===== src/rtl/rw_serial_pkg.sv =====
// rtl/rw_serial_pkg.sv - shared types, line constants and frame sizing for the 1-bit device link
package rw_serial_pkg;

    typedef enum logic [2:0] {
        IDLE,
        START,
        DATA,
        PARITY,
        STOP
    } tx_state_t;

    localparam logic LINE_IDLE = 1'b1;
    localparam logic START_BIT = 1'b0;

    function automatic int frame_len(input int data_w, input int parity_en, input int stop_bits);
        return 1 + data_w + parity_en + stop_bits;
    endfunction

endpackage


===== src/rtl/rw_serial_bitcnt.sv =====
// rtl/rw_serial_bitcnt.sv - loadable down-counter with terminal-count flag, shared by DATA and STOP phases
module rw_serial_bitcnt #(
    parameter int W = 4
) (
    input  logic         clk,
    input  logic         rst,
    input  logic         i_load,
    input  logic [W-1:0] i_load_val,
    input  logic         i_dec,
    output logic         o_tc
);

    logic [W-1:0] r_count;

    always_ff @(posedge clk) begin
        if (rst) begin
            r_count <= '0;
        end else if (i_load) begin
            r_count <= i_load_val;
        end else if (i_dec && (r_count != '0)) begin
            r_count <= r_count - W'(1);
        end
    end

    assign o_tc = (r_count == '0);

endmodule


===== src/rtl/rw_serial_tx.sv =====
// rtl/rw_serial_tx.sv - framed bit-serial transmitter driving the ReWire device __in0 input
module rw_serial_tx
    import rw_serial_pkg::*;
#(
    parameter int DATA_W    = 8,
    parameter int PARITY_EN = 1,
    parameter int STOP_BITS = 1
) (
    input  logic              clk,
    input  logic              rst,
    input  logic              in_valid,
    input  logic [DATA_W-1:0] in_data,
    output logic              in_ready,
    output logic              __out0,
    output logic              busy
);

    localparam int CNT_W = $clog2(DATA_W + 1);
    localparam logic [CNT_W-1:0] DATA_LOAD = CNT_W'(DATA_W - 1);
    localparam logic [CNT_W-1:0] STOP_LOAD = CNT_W'(STOP_BITS - 1);

    tx_state_t         r_state;
    tx_state_t         w_state_next;
    logic [DATA_W-1:0] r_shift;
    logic [DATA_W-1:0] w_shift_next;
    logic              r_parity;
    logic              w_parity_next;
    logic              r_out;
    logic              w_out_next;
    logic              r_busy;
    logic              w_busy_next;
    logic              w_load;
    logic [CNT_W-1:0]  w_load_val;
    logic              w_dec;
    logic              w_tc;
    logic              w_ready;
    logic              w_accept;

    rw_serial_bitcnt #(
        .W(CNT_W)
    ) u_bitcnt (
        .clk        (clk),
        .rst        (rst),
        .i_load     (w_load),
        .i_load_val (w_load_val),
        .i_dec      (w_dec),
        .o_tc       (w_tc)
    );

    // Ready in the last stop cycle lets the next frame start with no idle gap.
    assign w_ready  = !rst && ((r_state == IDLE) || ((r_state == STOP) && w_tc));
    assign w_accept = in_valid && w_ready;

    always_ff @(posedge clk) begin
        if (rst) begin
            r_state  <= IDLE;
            r_shift  <= '0;
            r_parity <= 1'b0;
            r_out    <= LINE_IDLE;
            r_busy   <= 1'b0;
        end else begin
            r_state  <= w_state_next;
            r_shift  <= w_shift_next;
            r_parity <= w_parity_next;
            r_out    <= w_out_next;
            r_busy   <= w_busy_next;
        end
    end

    // Outputs are computed for the next state so the line bit is registered with it.
    always_comb begin
        w_state_next  = r_state;
        w_shift_next  = r_shift;
        w_parity_next = r_parity;
        w_out_next    = r_out;
        w_load        = 1'b0;
        w_load_val    = '0;
        w_dec         = 1'b0;

        case (r_state)
            IDLE: begin
                w_out_next = LINE_IDLE;
            end
            START: begin
                w_state_next = DATA;
                w_out_next   = r_shift[0];
                w_shift_next = r_shift >> 1;
                w_load       = 1'b1;
                w_load_val   = DATA_LOAD;
            end
            DATA: begin
                if (!w_tc) begin
                    w_out_next   = r_shift[0];
                    w_shift_next = r_shift >> 1;
                    w_dec        = 1'b1;
                end else if (PARITY_EN != 0) begin
                    w_state_next = PARITY;
                    w_out_next   = r_parity;
                end else begin
                    w_state_next = STOP;
                    w_out_next   = LINE_IDLE;
                    w_load       = 1'b1;
                    w_load_val   = STOP_LOAD;
                end
            end
            PARITY: begin
                w_state_next = STOP;
                w_out_next   = LINE_IDLE;
                w_load       = 1'b1;
                w_load_val   = STOP_LOAD;
            end
            STOP: begin
                w_out_next = LINE_IDLE;
                if (!w_tc) begin
                    w_dec = 1'b1;
                end else begin
                    w_state_next = IDLE;
                end
            end
            default: begin
                w_state_next = IDLE;
                w_out_next   = LINE_IDLE;
            end
        endcase

        if (w_accept) begin
            w_state_next  = START;
            w_shift_next  = in_data;
            w_parity_next = ^in_data;
            w_out_next    = START_BIT;
        end

        w_busy_next = (w_state_next != IDLE);
    end

    assign in_ready = w_ready;
    assign __out0   = r_out;
    assign busy     = r_busy;

endmodule


===== config.mk =====
export PLATFORM = sky130hd
export DESIGN_NAME = rw_serial_tx
export DESIGN_NICKNAME = d
export VERILOG_FILES = /design/src/rtl/rw_serial_pkg.sv /design/src/rtl/rw_serial_bitcnt.sv /design/src/rtl/rw_serial_tx.sv
export SDC_FILE = /design/constraint.sdc
export NUM_CORES = 1
export LEC_CHECK = 0
export BUFFER_PORTS_ARGS = -buffer_cell sky130_fd_sc_hd__buf_2
export CORE_MARGIN = 1.5
export CORE_UTILIZATION = 30
export CTS_CLUSTER_DIAMETER = 150
export DETAILED_ROUTE_END_ITERATION = 10
export GPL_ROUTABILITY_DRIVEN = 1
export SYNTH_ARGS = -nofsm -noshare
export SYNTH_HDL_FRONTEND = slang
export SYNTH_SLANG_ARGS = --single-unit

===== constraint.sdc =====
create_clock -name clk -period 3.35 [get_ports clk]
set_input_delay 0 -clock clk [delete_from_list [all_inputs] [get_ports clk]]
set_output_delay 0 -clock clk [all_outputs]
set_load 0.01 [all_outputs]

==> results by group <==
STA
  – Slew Viols, Final: 0
  – Setup violators final: 0
  – Slew HR: 0.524
  – Setup TNS: 0 ns
  – Final min period: 2.02 ns
  – Fmax: between 0.4 and 0.5 GHz
  – Final worst clock skew: around 0.0047 ns
  – Tightest Pin Transition: 0.713 ns
  – RSZ-0062 raised after global routing: false
  – Final hold slack: 0.00510 ns
  – Fin worst setup slack: about 1.3 ns
  – Period utilization: 0.603
  – Final Hold Fails: 0

Drt
  – DR vias: 988
  – WL final: 2380 um
  – DR iter-0 viols: 50
  – Final routed DRC violation total: 0
  – WL/cell: 12.7 um
  – Met2 layer wire length in the routed design: 1150 um
  – First drt pass iteration count: 4
  – WL met1: 1130 um
  – Vias per cell: between 5 and 6
  – DRT antenna net count: 0
  – WL met3: 86 um
  – Uppermost layer routed: met4

Critical path
  – Critical setup path kind: reg2reg
  – Flop-to-flop setup slack: 1.33 ns
  – Crit path DAT: 2.19 ns
  – Startpoint types: register
  – Reg2reg end: r_parity
  – Worst reg2reg path depth: 6
  – Launch point of the worst reg-to-reg path: u_bitcnt.r_count[0]
  – Max Fanout on Critical Path: 11
  – Setup crit end kind: register
  – Worst EP required: 3.52 ns

Worst hold path
  – WHS Path Cells: 3
  – Worst hold path class: in2reg
  – Hold path startpoint: in_data[1]
  – WHS Endpoint: r_shift[1]

Final layout
  – Register area: about 360 sq um
  – Cell Count, Final, Fillers Out: 188
  – Design Area, Final: 1220 sq um
  – Most frequent cells in the layout: dfxtp_1, inv_1, a21oi_1, buf_2, nand2_1
  – Area grow syn2layout: 10.5%
  – Commonest non-fill, non-tap cell in the layout: dfxtp_1
  – Ant. Diodes: 0
  – Layout cell share with drive strength beyond 1: 0.162
  – Final core occ: 0.356
  – Multi-input logic area: roughly 630 sq um
  – Nets: between 150 and 200
  – Fill count: 360

Synth
  – Top_reg_cell synth: dfxtp_1
  – Top cells by area, synth: dfxtp_1, o211ai_1, a21oi_1, o311ai_1, xnor2_1
  – Post-synth EDFFs: 0
  – Synth top area share: 0.325
  – Syn nets: 147
  – Yosys warns: 0
  – Post-Syn Area per Cell: just over 8 sq um
  – Leading area contributor after synthesis: dfxtp_1
  – Count of cell types in the netlist: 40
  – Asr flop ratio synth: 0
  – Register area share after synthesis: 0.325
  – Synth Register Bits: 18
  – Syn Inst Count: 135
  – Synth Cell Area: 1110 sq um

Floorplanning
  – CORE AREA: 3440 sq um
  – Initial Utilization: 0.322
  – Die extent in y: 63.8 um
  – Die footprint: 4070 sq um
  – Die width: 63.8 um
  – Top Ports: 14
  – Row cnt: 21

Clock network
  – Post-CTS Hold Fix Bufs: 0
  – Post_cts resized: 0
  – Clock Latency Late Sink: between 0.2 and 0.3 ns
  – Max Root-Sink Buffers: 2
  – CTS tree: built
  – Post-CTS setup buffers: 0
  – Clock sink count: 18
  – Htree depth: 1
  – CTS root buffer: clkbuf_8
  – Clock transition at the registers of the reported paths: 0.07 ns
  – CTS buffer count: 3

Placement
  – Placed instance area: between 1000 and 1500 sq um
  – DPL Wire Length: 1750 um
  – Cells after DPL: roughly 180
  – IO Port Bufs: 13
  – DP Worst Slack: 1.33 ns
  – GPL Wtd Cong: 0.795

Power
  – Static leakage: about 0.44 nW
  – Total Power: slightly above 1 mW
  – Pwr dens: 825 nW/um^2
  – Peak VDD IR: 0.222 mV

Run
  – Max cap viols: 0

Global route
  – GRT Total Usage: 0.126
  – First-pass GRT wire length: 4130 um
  – Largest net degree at the start of global routing: 21
  – Grt total ovfl: 0
  – Initial antenna violation count: 0
  – Vias in the first global route: roughly 940

Status
  – Status: finished, final reports clean
sequential cells by signal, indices dropped and copies added (netlist names):
signal	count
r_shift	8
u_bitcnt.r_count	4
r_state	3
__out0	1
busy	1
r_parity	1
cell usage after synthesis, drive strengths merged, types with 3 or more instances:
cell	number
dfxtp	18
a21oi	15
inv	13
nand2	12
o211ai	9
buf	8
nor2	7
o311ai	7
xnor2	7
o21ai	4
clkbuf	3
nor2b	3
or3b	3
critical path: stages (launching register included):
cell,delay [ns]
dfxtp_1,0.34
inv_1,0.08
ha_1,0.23
or3b_1,0.53
a21boi_2,0.47
nor2_1,0.09
a211oi_1,0.20
where the power goes:
part | switching (mW) | internal [mW]
registers | 0.0672 | 0.281
clock network | 0.0714 | 0.104
logic | 0.276 | 0.211
total | 0.414 | 0.596
cell type report:
class / instances / area share
flip-flops and latches: 18 / 0.294
multi-input cells: 93 / 0.515
inverters: 13 / 0.0398
clock buffers: 4 / 0.0449
repair buffers: 14 / 0.0592
well taps: 46 / 0.0470
layer usage:
metal / vias up / global-route usage
met5: - / 0
met4: 0 / 0.0435
met3: 2 / 0.0299
met2: 17 / 0.220
met1: 466 / 0.151
li1: 503 / -
worst max path at each step:
stage	start	end	cells after the start
floorplan	u_bitcnt.r_count[0]	u_bitcnt.r_count[1]	7
global placement	u_bitcnt.r_count[0]	r_parity	6
detailed placement	u_bitcnt.r_count[0]	r_parity	6
CTS	u_bitcnt.r_count[0]	r_parity	6
global route	u_bitcnt.r_count[0]	r_parity	6
finish	u_bitcnt.r_count[0]	r_parity	6
logic make-up (layout without fill, tap and decap cells):
logic type                 count (synthesis)  in the layout  share of synthesized area
xor gates and xnor gates                   8              8                     0.0632
adders and majority gates                  1              1                     0.0113
muxes                                      1              1                    0.00903
and+or+nand+nor                           35             35                      0.173
buffers and inverters                     24             31                      0.106
DFF                                       18             18                      0.325
AOI/OAI and AO/OA                         48             48                      0.313
Power figures use the tool's default switching activity.
